`src/rtl/rob_wide.sv`:
```
// Reorder buffer with configurable depth, WB_CH write-back channels,
// dual-lane in-order commit and same-cycle write-back bypass on search.
module rob_wide #(
    parameter int ROB_WIDTH = 3,
    parameter int WB_CH     = 2
) (
    input  logic                        clk_in,
    input  logic                        rst_in,
    input  logic                        rdy_in,
    input  logic                        alloc_valid,
    input  logic [1:0]                  alloc_type,
    input  logic [4:0]                  alloc_rd,
    input  logic [31:0]                 alloc_pred,
    input  logic [31:0]                 alloc_val,
    output logic [ROB_WIDTH-1:0]        alloc_id,
    output logic                        full,
    output logic                        empty,
    output logic [ROB_WIDTH:0]          count,
    input  logic [WB_CH-1:0]            wb_valid,
    input  logic [WB_CH*ROB_WIDTH-1:0]  wb_id,
    input  logic [WB_CH*32-1:0]         wb_val,
    input  logic [ROB_WIDTH-1:0]        q_id1,
    input  logic [ROB_WIDTH-1:0]        q_id2,
    output logic                        q_rdy1,
    output logic                        q_rdy2,
    output logic [31:0]                 q_val1,
    output logic [31:0]                 q_val2,
    output logic [1:0]                  cm_valid,
    output logic [2*ROB_WIDTH-1:0]      cm_id,
    output logic [9:0]                  cm_rd,
    output logic [63:0]                 cm_val,
    output logic                        store_commit,
    output logic                        jalr_retire,
    output logic                        flush,
    output logic [31:0]                 flush_pc
);
    localparam int DEPTH = 2**ROB_WIDTH;
    localparam logic [1:0] T_BR   = 2'b00;
    localparam logic [1:0] T_ST   = 2'b01;
    localparam logic [1:0] T_JALR = 2'b10;
    localparam logic [1:0] T_RG   = 2'b11;

    logic [ROB_WIDTH-1:0]    head_q, head_d, tail_q, tail_d, h1;
    logic [ROB_WIDTH:0]      count_q, count_d;
    logic [DEPTH-1:0]        busy_q, busy_d, done_q, done_d;
    logic [DEPTH-1:0][1:0]   type_q, type_d;
    logic [DEPTH-1:0][4:0]   rd_q, rd_d;
    logic [DEPTH-1:0][31:0]  pred_q, pred_d, val_q, val_d;

    logic [1:0]              cm_valid_q, cm_valid_d;
    logic [2*ROB_WIDTH-1:0]  cm_id_q, cm_id_d;
    logic [9:0]              cm_rd_q, cm_rd_d;
    logic [63:0]             cm_val_q, cm_val_d;
    logic                    store_commit_q, store_commit_d;
    logic                    jalr_retire_q, jalr_retire_d;
    logic                    flush_q, flush_d;
    logic [31:0]             flush_pc_q, flush_pc_d;

    logic                    c0, c1, mis, alloc_ok;
    logic [1:0]              t0, t1;

    assign alloc_id     = tail_q;
    assign count        = count_q;
    assign full         = (count_q == (ROB_WIDTH+1)'(DEPTH));
    assign empty        = (count_q == '0);
    assign cm_valid     = cm_valid_q;
    assign cm_id        = cm_id_q;
    assign cm_rd        = cm_rd_q;
    assign cm_val       = cm_val_q;
    assign store_commit = store_commit_q;
    assign jalr_retire  = jalr_retire_q;
    assign flush        = flush_q;
    assign flush_pc     = flush_pc_q;

    // Returns {ready, value}; the highest matching channel overrides the stored value.
    function automatic logic [32:0] search(input logic [ROB_WIDTH-1:0] id);
        logic        hit;
        logic [31:0] v;
        hit = 1'b0;
        v   = val_q[id];
        for (int unsigned k = 0; k < WB_CH; k++) begin
            if (wb_valid[k] && wb_id[k*ROB_WIDTH +: ROB_WIDTH] == id) begin
                hit = 1'b1;
                v   = wb_val[k*32 +: 32];
            end
        end
        return {busy_q[id] && (done_q[id] || hit), v};
    endfunction

    always_comb begin
        {q_rdy1, q_val1} = search(q_id1);
        {q_rdy2, q_val2} = search(q_id2);
    end

    // Commit looks only at registered done bits, so a write-back lands one edge before its commit.
    always_comb begin
        h1       = head_q + ROB_WIDTH'(1);
        t0       = type_q[head_q];
        t1       = type_q[h1];
        c0       = busy_q[head_q] && done_q[head_q];
        mis      = c0 && (t0 == T_BR) && (val_q[head_q] != pred_q[head_q]);
        c1       = c0 && (t0 == T_RG) && busy_q[h1] && done_q[h1] &&
                   ((t1 == T_RG) || (t1 == T_ST));
        alloc_ok = alloc_valid && !full && !flush_q;

        head_d  = head_q;
        tail_d  = tail_q;
        count_d = count_q;
        busy_d  = busy_q;
        done_d  = done_q;
        type_d  = type_q;
        rd_d    = rd_q;
        pred_d  = pred_q;
        val_d   = val_q;

        cm_valid_d     = '0;
        cm_id_d        = '0;
        cm_rd_d        = '0;
        cm_val_d       = '0;
        store_commit_d = 1'b0;
        jalr_retire_d  = 1'b0;
        flush_d        = 1'b0;
        flush_pc_d     = '0;

        if (flush_q) begin
            head_d  = '0;
            tail_d  = '0;
            count_d = '0;
            busy_d  = '0;
            done_d  = '0;
        end else begin
            for (int unsigned k = 0; k < WB_CH; k++) begin
                if (wb_valid[k] && busy_q[wb_id[k*ROB_WIDTH +: ROB_WIDTH]]) begin
                    done_d[wb_id[k*ROB_WIDTH +: ROB_WIDTH]] = 1'b1;
                    val_d[wb_id[k*ROB_WIDTH +: ROB_WIDTH]]  = wb_val[k*32 +: 32];
                end
            end

            if (c0) begin
                busy_d[head_q] = 1'b0;
                done_d[head_q] = 1'b0;
                if ((t0 == T_RG) || (t0 == T_JALR)) begin
                    cm_valid_d[0]            = 1'b1;
                    cm_id_d[ROB_WIDTH-1:0]   = head_q;
                    cm_rd_d[4:0]             = rd_q[head_q];
                    cm_val_d[31:0]           = val_q[head_q];
                end
                store_commit_d = (t0 == T_ST);
                jalr_retire_d  = (t0 == T_JALR);
                flush_d        = mis;
                flush_pc_d     = mis ? val_q[head_q] : '0;
            end

            if (c1) begin
                busy_d[h1] = 1'b0;
                done_d[h1] = 1'b0;
                if (t1 == T_RG) begin
                    cm_valid_d[1]                    = 1'b1;
                    cm_id_d[2*ROB_WIDTH-1:ROB_WIDTH] = h1;
                    cm_rd_d[9:5]                     = rd_q[h1];
                    cm_val_d[63:32]                  = val_q[h1];
                end else begin
                    store_commit_d = 1'b1;
                end
            end

            if (alloc_ok) begin
                busy_d[tail_q] = 1'b1;
                done_d[tail_q] = 1'b0;
                type_d[tail_q] = alloc_type;
                rd_d[tail_q]   = alloc_rd;
                pred_d[tail_q] = alloc_pred;
                val_d[tail_q]  = alloc_val;
                tail_d         = tail_q + ROB_WIDTH'(1);
            end

            head_d  = head_q + ROB_WIDTH'(c0) + ROB_WIDTH'(c1);
            count_d = count_q + (ROB_WIDTH+1)'(alloc_ok)
                              - (ROB_WIDTH+1)'(c0) - (ROB_WIDTH+1)'(c1);
        end
    end

    always_ff @(posedge clk_in or posedge rst_in) begin
        if (rst_in) begin
            head_q         <= '0;
            tail_q         <= '0;
            count_q        <= '0;
            busy_q         <= '0;
            done_q         <= '0;
            type_q         <= '0;
            rd_q           <= '0;
            pred_q         <= '0;
            val_q          <= '0;
            cm_valid_q     <= '0;
            cm_id_q        <= '0;
            cm_rd_q        <= '0;
            cm_val_q       <= '0;
            store_commit_q <= 1'b0;
            jalr_retire_q  <= 1'b0;
            flush_q        <= 1'b0;
            flush_pc_q     <= '0;
        end else if (rdy_in) begin
            head_q         <= head_d;
            tail_q         <= tail_d;
            count_q        <= count_d;
            busy_q         <= busy_d;
            done_q         <= done_d;
            type_q         <= type_d;
            rd_q           <= rd_d;
            pred_q         <= pred_d;
            val_q          <= val_d;
            cm_valid_q     <= cm_valid_d;
            cm_id_q        <= cm_id_d;
            cm_rd_q        <= cm_rd_d;
            cm_val_q       <= cm_val_d;
            store_commit_q <= store_commit_d;
            jalr_retire_q  <= jalr_retire_d;
            flush_q        <= flush_d;
            flush_pc_q     <= flush_pc_d;
        end
    end
endmodule

```
`config.mk`:
```
export PLATFORM = sky130hd
export DESIGN_NAME = rob_wide
export DESIGN_NICKNAME = d
export VERILOG_FILES = /design/src/rtl/rob_wide.sv
export SDC_FILE = /design/constraint.sdc
export NUM_CORES = 2
export LEC_CHECK = 0
export BUFFER_PORTS_ARGS = -buffer_cell sky130_fd_sc_hd__buf_4
export CAP_MARGIN = 20
export CORE_MARGIN = 2
export CORE_UTILIZATION = 30
export CTS_BUF_LIST = sky130_fd_sc_hd__clkbuf_4 sky130_fd_sc_hd__clkbuf_8 sky130_fd_sc_hd__clkbuf_16
export DETAILED_ROUTE_END_ITERATION = 12
export GPL_TIMING_DRIVEN = 1
export SLEW_MARGIN = 25
export SYNTH_ARGS = -nofsm -noshare
export SYNTH_HDL_FRONTEND = slang
export SYNTH_SLANG_ARGS = --single-unit
```
`constraint.sdc`:
```
create_clock -name clk_in -period 23.3 [get_ports clk_in]
set_clock_uncertainty 0.05 [all_clocks]
set_input_delay 4.66 -clock clk_in [delete_from_list [all_inputs] [get_ports clk_in]]
set_output_delay 4.66 -clock clk_in [all_outputs]
set_load 0.05 [all_outputs]
```
* Yosys cells after proc, flatten, opt, wreduce, memory -nomap -nowiden
Index checks and enable logic that the tools add are counted.
** Cells by class
- $add $sub $neg :: 7
- Order comparisons :: 12
- Equal/unequal tests :: 11
- Mux-type cells :: 128
- Bitwise logic cells :: 12
- Reduce and logical (&&, ||, !) cells :: 34
** Operator list (number)
- two-way mux 256 bit :: 5
- bitwise mux 256 bit :: 4
- two-way mux 32 bit :: 19
- binary-select mux 32 bit (select 3 bit) :: 5
- demux 32 bit (select 3 bit) :: 3
- two-way mux 8 bit :: 16
- two-way mux 64 bit :: 1
- bitwise AND 8 bit :: 5
- bitwise mux 40 bit :: 1
- two-way mux 5 bit :: 7
- inequality test 32 bit :: 1
- two-way mux 1 bit :: 31
- binary-select mux 1 bit (select 3 bit) :: 10
- binary-select mux 5 bit (select 3 bit) :: 2
- < comparator 3 x 4 -> 1 bit (second input constant) :: 7
- NOT 8 bit :: 3
- bitwise OR 8 bit :: 3
- logical AND 1 bit :: 22
- two-way mux 3 bit :: 7
- bitwise mux 16 bit :: 1
- demux 1 bit (select 3 bit) :: 5
- demux 5 bit (select 3 bit) :: 1
- >= comparator 3 x 1 -> 1 bit (second input constant) :: 5
- binary-select mux 2 bit (select 3 bit) :: 2
- 21 further kinds :: 38
** Word-level totals
- Flip-flop bits (word level) :: 711
- Input bits :: 153
- Output and inout port bits :: 192
- Logic and storage cells :: 249

* Longest topological paths before layout
- Depth after elaboration :: 19
- Mapped depth :: 18
- Gate-level depth less buffers :: 14

* Worst setup path after synthesis
No wires, ideal clock.
- Path kind :: input to output
- Start point :: in q_id1[0]
- End point :: out q_val1[28]
- Arrival time :: 7.276 ns
- Data required time :: 18.590 ns
- Path slack :: 11.314 ns
- Stages :: 8
- Path through :: clkbuf_1 -> buf_2 -> buf_1 -> mux4_2 -> mux2i_1 -> nand2_1 -> o21ai_0 -> o21ai_0
** On the way
- Word-level cells in the longest chain between the ends :: 4
- Elaborated cells on any way between the ends :: 8
- Classes of those cells :: 2 x eq/ne; 4 x mux; 2 x reduce/logical
** RTL lines
- start, declared :: line 22 : input logic [ROB_WIDTH-1:0] q_id1,
- binary-select mux 32 bit (select 3 bit) / == test 3 bit (equally long branches) :: line 80, 82
- two-way mux 32 bit (not written as such) / logical AND 1 bit (equally long branches) :: line 80, 82
- two-way mux 32 bit :: line 82 : if (wb_valid[k] && wb_id[k*ROB_WIDTH +: ROB_WIDTH] == id) begin
- two-way mux 32 bit (*) :: line 82
- end, declared :: line 26 : output logic [31:0] q_val1,
Every way passes the cells marked *; elsewhere a longest branch is shown, timed or not. The select of a mux whose other input is x is not followed.

* Worst setup path in the final report
- Start point :: in q_id2[0]
- End point :: out q_val2[0]
** On the way
- Word-level cells in the longest chain between the ends :: 4
- Elaborated cells on any way between the ends :: 8
- Classes of those cells :: 2 x eq/ne; 4 x mux; 2 x reduce/logical
** RTL lines
- start, declared :: line 23 : input logic [ROB_WIDTH-1:0] q_id2,
- binary-select mux 32 bit (select 3 bit) / == test 3 bit (equally long branches) :: line 80, 82
- two-way mux 32 bit (not written as such) / logical AND 1 bit (equally long branches) :: line 80, 82
- two-way mux 32 bit :: line 82
- two-way mux 32 bit (*) :: line 82
- end, declared :: line 27 : output logic [31:0] q_val2,
Marks and branches as above.

==> results_dict.tcl <==
set metrics [dict create \
    fmax_ghz 0.0800 \
    synth-seq-cells 711 \
    synth_edf_count 0 \
    num_vias 40700 \
    grt_pass1_vias 39300 \
    syn_nets 4641 \
    drtAntennaViolNets 0 \
    synth_flop_cell "dfrtp_1" \
    min_path_type "flop to flop" \
    leakagePower_nw 22.2 \
    end_kind "primary output" \
    crit_end "q_val2[0]" \
    final-hold-violation-count 0 \
    clockRootBuffer "clkbuf_16" \
    drtIter0Drc 5891 \
    dieArea_sq_mm 0.154 \
    tightest_slew_ns 1.21 \
    layout.nets 4684 \
    cp.arrival_ns 7.79 \
    chipWidth_microns 392 \
    syn_area_per_cell_sq_um 10.1 \
    grtUsageTotal_pct 25.2 \
    area_growth_syn_to_layout_pct 15.7 \
    wl_mm 199 \
    grt-ovfl-total 0 \
    wire_per_inst_microns 30.0 \
    slew_violations 0 \
    drtPass1Iterations 6 \
    die_y_microns 392 \
    period_share_pct 53.6 \
    core_area_sq_mm 0.150 \
    tritoncts "built" \
    n_fill_cell 14900 \
    cts_setup_buffers 0 \
    final_layout_size_suffix_gt1_share_pct 28.1 \
    netlist_area_sq_mm 0.0452 \
    post_cts_resized 0 \
    grt_pass1_wl_mm 285 \
    rows 142 \
    setup_viol 0 \
    antenna_found_initial 33 \
    portBuffers 344 \
    placed_area_sq_mm 0.0494 \
    rsz0062_at_grt "no" \
    cts_num_sinks 711 \
    start_util_pct 30.2 \
    clk_latency_ns 0.73 \
    crit-reg2reg-launch "head_q[0]" \
    place_hpwl_mm 124 \
    viasPerCell 6.16 \
    worstSetupPathType "input pin to primary output" \
    period_needed_ns 12.50 \
    status "finished, final reports clean" \
    worst-endpoint-required_ns 18.59 \
    max_slew_margin_pct 19.0 \
    fin_setup_tns_ns 0 \
    cts_hold_buf 0 \
    reg2reg_to "count[3]" \
    syn_inst 4477 \
    cp_max_fo 54 \
    power.density_mw_per_mm2 154 \
    clkTransAtPathRegs_ns 0.06 \
    maxCapViolCount 0 \
    multi_input_area_sq_mm 0.0254 \
    cts_buffer_depth 3 \
    ys_warn_count 0 \
    ir_drop_uv 90.9 \
    yosysSeqAreaShare_pct 39.4 \
    fin_area_sq_mm 0.0523 \
    cts-htree-levels 3 \
    route.detailed.drc 0 \
    grt_max_degree 164 \
    reg2reg_depth 14 \
    ios 345 \
    critPathLaunchType "input pin" \
    r2r_setup_slack_ns 17.43 \
    gp_congestion 0.903 \
    cts_buffers 82 \
    async_flop_share_pct 100 \
    seq_area_sq_mm 0.0178 \
    synthDistinctLibCells 73 \
    cp-startpoint "q_id2[0]" \
]
## registers in the layout (all words and copies together) (netlist names)
signal,cells
val_q,256
rd_q,40
cm_val,64
cm_id,6
count,4
type_q,16
store_commit,1
done_q,8
pred_q,256
alloc_id,3
busy_q,8
cm_valid,2
flush_pc,32
flush,1
head_q,3
cm_rd,10
jalr_retire,1
## critical path, cell delays in order
cell     delay (ns)
buf_4          0.55
buf_4          0.84
xnor2_1        0.20
nand2_1        0.09
nor3_2         0.16
buf_4          0.62
o21ai_0        0.33
buf_4          0.27
## worst min path at each step
stage,cells after the start,to,from
finish,1,cm_val[13],cm_val[13]
global route,1,cm_val[47],cm_val[47]
CTS,1,cm_val[13],cm_val[13]
detailed placement,1,cm_val[26],cm_val[26]
global placement,1,cm_rd[1],cm_rd[1]
floorplan,1,pred_q[201],pred_q[201]
## cell families (layout without fill, tap and decap cells)
logic type               Yosys count  after routing  share of synthesized area, %
other                              0             10                             0
multiplexers                     856            856                          26.6
adder cells (fa/ha/maj)           11             11                         0.355
XOR/XNOR                          39             39                         0.756
AO/OA/AOI/OAI                   1320           1320                          18.6
buffers and inverters            549            656                          5.05
flip-flops                       711            711                          39.4
AND/OR/NAND/NOR                  991            991                          9.24
## area by class of cell
cell class / count / area share, %
antenna: 10 / 0.0479
clock buffer: 119 / 4.66
clock inverter: 29 / 0.773
inverter: 42 / 0.318
multi-input combinational: 3217 / 48.5
sequential: 711 / 34.1
tap: 2016 / 4.83
timing repair buffer: 466 / 6.79
## synth_stat cells (8+ instances only)
cell	count	area [sq um]
o41a_1	17	191
a311oi_1	11	96.3
xnor2_1	19	166
buf_6	8	90.1
a21oi_1	318	1590
mux2_2	365	4110
nand2_1	469	1760
a21boi_0	13	97.6
o211ai_1	55	413
o2bb2ai_1	78	683
a31oi_1	25	156
ha_1	8	100
dfrtp_1	711	17800
buf_4	22	165
a41oi_1	32	280
clkbuf_1	370	1390
o22a_1	33	289
nand4_1	19	119
o22ai_1	281	1760
a211oi_1	67	503
mux2i_1	250	2500
nor2_1	335	1260
o21ai_0	303	1520
buf_2	36	180
a22oi_1	28	210
o221ai_1	16	140
inv_1	35	131
mux4_2	239	5380
nand2b_1	53	332
xor2_1	20	175
o2bb2ai_2	8	120
nor2b_1	20	125
nor3_1	16	80.1
buf_1	69	259
nand3_1	41	205
## metal layers
| layer | vias up | share of wire [%] | global-route usage [%] |
|---|---|---|---|
| li1 | 16800 | - | - |
| met1 | 20400 | 38 | 31.9 |
| met2 | 2794 | 44 | 37.8 |
| met3 | 649 | 12 | 8.78 |
| met4 | 40 | 6.1 | 13.3 |
| met5 | - | 0.13 | 0 |
## per-stage QoR
step	cells	total power, W	hold slack, ns	utilization [%]	worst slack, ns
CTS	6599	0.00796	0.442	34.9	10.78
finish	6610	0.00805	0.437	34.9	10.80
global placement	6451	0.00650	0.424	33.0	10.83
floorplan	4477	0.00494	0.424	-	8.85
detailed placement	6451	0.00658	0.426	33.0	10.78
global route	6604	0.00838	0.454	34.9	10.56
## where the power goes
group / switching (W) / leakage, nW / internal [W]
registers: 0.000577 / 8.81 / 0.00178
logic: 0.00265 / 11.9 / 0.00168
clock network: 0.000590 / 1.41 / 0.000781
total: 0.00382 / 22.2 / 0.00423
## layout by cell type (no fill, tap or decap), types with 34 or more instances in the layout
master,Yosys,routed
mux2_2,365,365
dfrtp_1,711,708
a21oi_1,318,318
o2bb2ai_1,78,78
o211ai_1,55,55
a211oi_1,67,67
mux4_2,239,239
buf_4,22,460
mux2i_1,250,246
nor2_1,335,332
o21ai_0,303,303
o22ai_1,281,281
nand3_1,41,34
nand2_1,469,456
nand2b_1,53,52
clkbuf_16,0,82
inv_1,35,34
Power figures use the tool's default switching activity.
